==> src/rtl/maxpool2x2_stream.sv <==
// Streaming 2x2 / stride-2 max-pool with signed ReLU, shift quantisation and saturation.
// Keeps one half-width row of horizontal pair maxima; single-entry output register.
`timescale 1ns/1ps
module maxpool2x2_stream #(
  parameter int CH     = 6,
  parameter int DW     = 32,
  parameter int OW     = 8,
  parameter int IMG_W  = 28,
  parameter int IMG_H  = 28,
  parameter int QSHIFT = 8
) (
  input  logic             clk,
  input  logic             rst_n,
  input  logic             clear,
  input  logic             in_valid,
  output logic             in_ready,
  input  logic [CH*DW-1:0] in_data,
  output logic             out_valid,
  input  logic             out_ready,
  output logic [CH*OW-1:0] out_data,
  output logic             out_last
);

  localparam int HW  = IMG_W / 2;
  localparam int CW  = $clog2(IMG_W);
  localparam int RW  = $clog2(IMG_H);
  localparam int LIW = (HW > 1) ? $clog2(HW) : 1;
  localparam logic [CW-1:0] COL_LAST = CW'(IMG_W - 1);
  localparam logic [RW-1:0] ROW_LAST = RW'(IMG_H - 1);

  logic [CW-1:0]    col_q, col_d;
  logic [RW-1:0]    row_q, row_d;
  logic [CH*DW-1:0] hreg_q;
  logic [CH*DW-1:0] linebuf [HW];
  logic             out_valid_q;
  logic [CH*OW-1:0] out_data_q;
  logic             out_last_q;

  logic             accept, fill_wr, pool_ld;
  logic [LIW-1:0]   lb_idx;
  logic [CH*DW-1:0] lb_rd, hmax;
  logic [CH*OW-1:0] q_data;

  function automatic logic [DW-1:0] smax(input logic [DW-1:0] a, input logic [DW-1:0] b);
    return ($signed(a) > $signed(b)) ? a : b;
  endfunction

  // Negative -> 0; non-negative values shift logically since the sign bit is clear.
  function automatic logic [OW-1:0] quant(input logic [DW-1:0] m);
    logic [DW-1:0] q;
    if (m[DW-1]) return '0;
    q = m >> QSHIFT;
    if ((q >> OW) != '0) return '1;
    return q[OW-1:0];
  endfunction

  // Ready is combinational so a draining output slot admits a new pixel in the same cycle.
  assign in_ready  = !clear && (!out_valid_q || out_ready);
  assign accept    = in_valid && in_ready;
  assign lb_idx    = LIW'(col_q >> 1);
  assign fill_wr   = accept && !row_q[0] && col_q[0];
  assign pool_ld   = accept &&  row_q[0] && col_q[0];
  assign lb_rd     = linebuf[lb_idx];

  assign out_valid = out_valid_q;
  assign out_data  = out_data_q;
  assign out_last  = out_last_q;

  // NOTE: every always_comb output gets a default first so no path can infer a latch.
  always_comb begin
    col_d = col_q + 1'b1;
    row_d = row_q;
    if (col_q == COL_LAST) begin
      col_d = '0;
      row_d = (row_q == ROW_LAST) ? '0 : row_q + 1'b1;
    end
  end

  always_comb begin
    hmax   = '0;
    q_data = '0;
    for (int c = 0; c < CH; c++) begin
      hmax[c*DW +: DW]   = smax(hreg_q[c*DW +: DW], in_data[c*DW +: DW]);
      q_data[c*OW +: OW] = quant(smax(lb_rd[c*DW +: DW], hmax[c*DW +: DW]));
    end
  end

  // NOTE: state uses non-blocking assignments so every register samples pre-edge values.
  always_ff @(posedge clk or negedge rst_n) begin
    if (!rst_n) begin
      col_q       <= '0;
      row_q       <= '0;
      hreg_q      <= '0;
      out_valid_q <= 1'b0;
      out_data_q  <= '0;
      out_last_q  <= 1'b0;
    end else if (clear) begin
      col_q       <= '0;
      row_q       <= '0;
      hreg_q      <= '0;
      out_valid_q <= 1'b0;
      out_last_q  <= 1'b0;
    end else begin
      if (accept) begin
        col_q <= col_d;
        row_q <= row_d;
        if (!col_q[0]) hreg_q <= in_data;
      end
      if (pool_ld) begin
        out_data_q  <= q_data;
        out_valid_q <= 1'b1;
        out_last_q  <= (row_q == ROW_LAST) && (col_q == COL_LAST);
      end else if (out_ready) begin
        out_valid_q <= 1'b0;
      end
    end
  end

  // NOTE: the line buffer is deliberately not reset; each entry is written in a FILL row
  // before the following POOL row reads it, so its power-up contents never matter.
  always_ff @(posedge clk) begin
    if (fill_wr) linebuf[lb_idx] <= hmax;
  end

endmodule

==> config.mk <==
export PLATFORM = sky130hd
export DESIGN_NAME = maxpool2x2_stream
export DESIGN_NICKNAME = d
export VERILOG_FILES = /design/src/rtl/maxpool2x2_stream.sv
export SDC_FILE = /design/constraint.sdc
export NUM_CORES = 2
export LEC_CHECK = 0
export ABC_CLOCK_PERIOD_IN_PS = 11950
export CORE_MARGIN = 2
export CORE_UTILIZATION = 58
export CTS_BUF_LIST = sky130_fd_sc_hd__clkbuf_2
export CTS_CLUSTER_DIAMETER = 150
export DETAILED_ROUTE_END_ITERATION = 7
export PLACE_DENSITY = 0.78
export SYNTH_ARGS = -nofsm -noshare
export SYNTH_HDL_FRONTEND = slang
export SYNTH_SLANG_ARGS = --single-unit
==> constraint.sdc <==
create_clock -name clk -period 11.95 [get_ports clk]
set_clock_uncertainty 0.1 [all_clocks]
set_input_delay 2.39 -clock clk [delete_from_list [all_inputs] [get_ports clk]]
set_output_delay 2.39 -clock clk [all_outputs]
set_load 0.1 [all_outputs]
==> results.md <==
- Ordered list of cells on the worst path: clkdlybuf4s50_1 > inv_1 > ha_1 > nand4_1 > nor3_1 > nand2_1 > nand2_1 > o21ai_1 > buf_4 > a211oi_4 > buf_4 > mux2i_1 > ha_1 > nand2_1 > o21ai_0 > a21oi_1 > o211ai_1 > a21oi_1 > a221o_1 > a31oi_1 > a22oi_1
- Peak VDD IR: 118 uV
- Total GRT Usage: 0.284
- Max Clk Rate: 0.116 GHz
- Number of global-route vias before repair: 72,700
- Wire per inst: 27.9 um
- Critical path's most frequent cell: nand2_1
- Number of synthesized flops with an enable pin: 2,688
- Hold Path Class: in2async
- Critical path's top delay family: compound AO/OA/AOI/OAI gates
- DRC viols: 0
- Pwr Total: 20.5 mW
- Die area: 0.220 mm2
- Crit-path slowest cell: a31oi_1
- First-pass GRT wire length: 458,000 um
- Core footprint: 0.215 mm2
- Most used flip-flop cell after synthesis: edfxtp_1
- Initial Utilization: 0.583
- CP Data Arrival Time: 10.26 ns
- Fill cells: 14,600
- CTS tree: done
- Via count: 70,300
- Hold slack final: 0.324 ns
- Fin cells: 11,100
- DR vias/cell: 6.36
- Hold-fix buffer count after cts: 0
- Dpl cells: 9,788
- Initial antenna violation count: 38
- CTS Buffer Depth: 4
- Unrepaired setup endpoints after global routing: no
- Finish-stage setup viols: 0
- CP Buf/Inv Count: 4
- DP Wirelength: 175,000 um
- Final wirelength: 309,000 um
- Clk sinks: 2,940
- Post-Syn Nets: 7,504
- Max Cap Viol: 0
- Die Height: 469 um
- Outcome: completed
- FP Rows: 170
- Mapped Avg Cell Area: 18.1 um2
- Worst skew pair latency: 2.08 ns
- Setup TNS: 0 ns
- P&R area growth vs syn: 9.60%
- Slew headroom: 0.0441
- Required time worst endpoint: 13.58 ns
- Max Slew Vio Count: 0
- Crit path time final: 8.64 ns
- Netlist cell types: 65
- Clock transition at the registers of the reported paths: 0.11 ns
- Largest net degree at the start of global routing: 226
- Post-CTS setup buffer count: 0
- Crit Reg-Reg Endpoint: out_data[20]$_DFFE_PN0P_
- Port bufs: 247
- CTS buffer count: 715
- Mapped Cells: 6,921
- Final Util: 0.639
- Slew of the pin with the lowest slew margin: 1.43 ns
- CTS resizes: 0
- GRT overflow: 0
- # IOs: 248
- Worst R2R Path Depth: 19
- Mapped cell area: 0.125 mm2
- Crit path kind: in2reg
- Final hold vios: 0
- Clock root buffer: clkbuf_2
- Async SR Flop Fraction: 0.0857
- Leak pwr: 48.0 nW
- Die width: 469 um
- Detailed-router iteration count before antenna repair: 6
- Crit. End Element: flip-flop
- Worst reg2reg setup slack: 4.01 ns
- NumNets Final: 8,251
- Layout cells sized above 1: 0.267
- ANT nets after route: 0
- CP peak stage delay: 1.20 ns
- Crit Path Max Fanout: 32
- R2R Path Start: hreg_q[95]$_DFFE_PN0P_
- Final Cycle Share: 0.723
- Sequential area share after synthesis: 0.695
- Routability-driven placement congestion ratio: 0.904
- PD cells: 149 mW/mm2
- FF+latch count, synth: 2,940
- Initial DRC count: 8,605
- Synth Warn #: 0
- Startpoint types: primary input
- H-tree Lvls: 6
==> registers in the layout, indices dropped and copies added (netlist names) <==
signal,flops
linebuf,2688
col_q,5
row_q,5
out_last,1
hreg_q,192
out_data,48
out_valid,1
==> per-stage QoR <==
| step | instance area, um2 | worst slack, ns |
|---|---|---|
| floorplan | 125000 | -1.66 |
| global placement | 131000 | 1.06 |
| detailed placement | 131000 | 0.966 |
| CTS | 137000 | 3.12 |
| global route | 137000 | 3.14 |
| finish | 137000 | 3.31 |
==> cell usage in the layout, fill, tap and decap left out, types with 88 or more instances in the layout <==
master	netlist	routed
a21oi_1	225	225
clkbuf_2	0	1051
clkdlybuf4s50_1	0	245
clkinv_1	1	146
dfrtp_1	252	248
edfxtp_1	2688	2688
ha_1	386	386
inv_1	407	407
mux2_2	205	205
mux2i_1	185	185
mux4_2	726	726
nand2_1	319	319
nand2b_1	199	198
nand4_1	88	88
nor2_1	127	112
o21ai_0	264	262
==> routing by layer <==
metal,GRT usage,wire length (um)
met1,0.400,121000
met2,0.442,148000
met3,0.0661,32700
met4,0.0941,7570
met5,0,198
==> report_power, final <==
| group | total, mW | internal, mW | switching (mW) |
|---|---|---|---|
| logic | 2.34 | 0.875 | 1.46 |
| clock network | 6.43 | 2.52 | 3.91 |
| registers | 11.7 | 11.6 | 0.0762 |
==> synth_stat cells (7+ instances only) <==
| cell | instances | area [um2] |
|---|---|---|
| mux2i_1 | 185 | 1850 |
| and4_1 | 7 | 61.3 |
| nand4_1 | 88 | 551 |
| buf_4 | 52 | 390 |
| a211o_1 | 8 | 70.1 |
| o21a_1 | 11 | 82.6 |
| nand2b_1 | 199 | 1240 |
| a2111oi_0 | 15 | 131 |
| a211oi_1 | 26 | 195 |
| nor4_1 | 72 | 450 |
| inv_1 | 407 | 1530 |
| a21oi_1 | 225 | 1130 |
| or4_1 | 19 | 143 |
| nand2_1 | 319 | 1200 |
| o22ai_1 | 33 | 206 |
| a221oi_1 | 17 | 149 |
| mux4_2 | 726 | 16400 |
| a21o_1 | 38 | 285 |
| nor3_2 | 8 | 80.1 |
| dfrtp_1 | 252 | 6310 |
| clkbuf_1 | 166 | 623 |
| nor3_1 | 50 | 250 |
| nor2_1 | 127 | 477 |
| nor2b_1 | 39 | 244 |
| buf_1 | 26 | 97.6 |
| o221a_2 | 8 | 90.1 |
| nand3_1 | 35 | 175 |
| buf_6 | 19 | 214 |
| o31ai_1 | 25 | 188 |
| a31oi_1 | 17 | 106 |
| edfxtp_1 | 2688 | 80700 |
| mux2_2 | 205 | 2310 |
| a22oi_1 | 10 | 75.1 |
| o21ai_0 | 264 | 1320 |
| a221o_1 | 11 | 110 |
| buf_2 | 54 | 270 |
| ha_1 | 386 | 4830 |
| o211ai_1 | 20 | 150 |
==> how the worst max path moves through the flow <==
stage           startpoint                        to  slack [ns]  depth (start not counted)
2_1_floorplan        clear  linebuf[10][0]$_DFFE_PP_       -1.66                          6
3_3_place_gp   in_data[95]  out_data[20]$_DFFE_PN0P_        1.06                         19
3_5_place_dp   in_data[95]  out_data[20]$_DFFE_PN0P_        0.97                         19
4_1_cts        in_data[95]  out_data[20]$_DFFE_PN0P_        3.12                         19
5_1_grt        in_data[95]  out_data[21]$_DFFE_PN0P_        3.14                         20
6_report       in_data[95]  out_data[20]$_DFFE_PN0P_        3.31                         21
==> worst reg2reg max path, cell delays in order, from the launching register on <==
cell	delay, ns
dfrtp_1	0.47
ha_1	0.67
nand4_1	0.22
nor3_1	0.23
nand2_1	0.22
nand2_1	0.30
o21ai_1	0.12
buf_4	0.21
a211oi_4	0.28
buf_4	0.58
mux2i_1	0.30
ha_1	0.39
nand2_1	0.06
o21ai_0	0.39
a21oi_1	0.21
o211ai_1	0.71
a21oi_1	0.16
a221o_1	0.68
a31oi_1	1.20
a22oi_1	0.25
==> cell type report <==
| cell class | count | area (um2) | area share |
|---|---|---|---|
| Multi-Input combinational cell | 3254 | 35200 | 0.257 |
| Inverter | 408 | 1530 | 0.0112 |
| Antenna cell | 25 | 62.6 | 0.000456 |
| Clock buffer | 1051 | 5260 | 0.0383 |
| Sequential cell | 2940 | 87000 | 0.634 |
| Timing Repair Buffer | 349 | 3520 | 0.0256 |
| Clock inverter | 197 | 1040 | 0.00759 |
| Tap cell | 2838 | 3550 | 0.0259 |
==> kinds of logic (layout without fill, tap and decap cells) <==
| group | Yosys count | count (layout) | synth area share |
|---|---|---|---|
| AOI/OAI and AO/OA | 762 | 762 | 0.0367 |
| adders and majority gates | 386 | 386 | 0.0386 |
| buffers and inverters | 727 | 2005 | 0.0252 |
| DFF | 2940 | 2940 | 0.695 |
| muxes | 1118 | 1118 | 0.164 |
| other | 0 | 25 | 0 |
| and+or+nand+nor | 988 | 988 | 0.0404 |
Power figures use the tool's default switching activity.
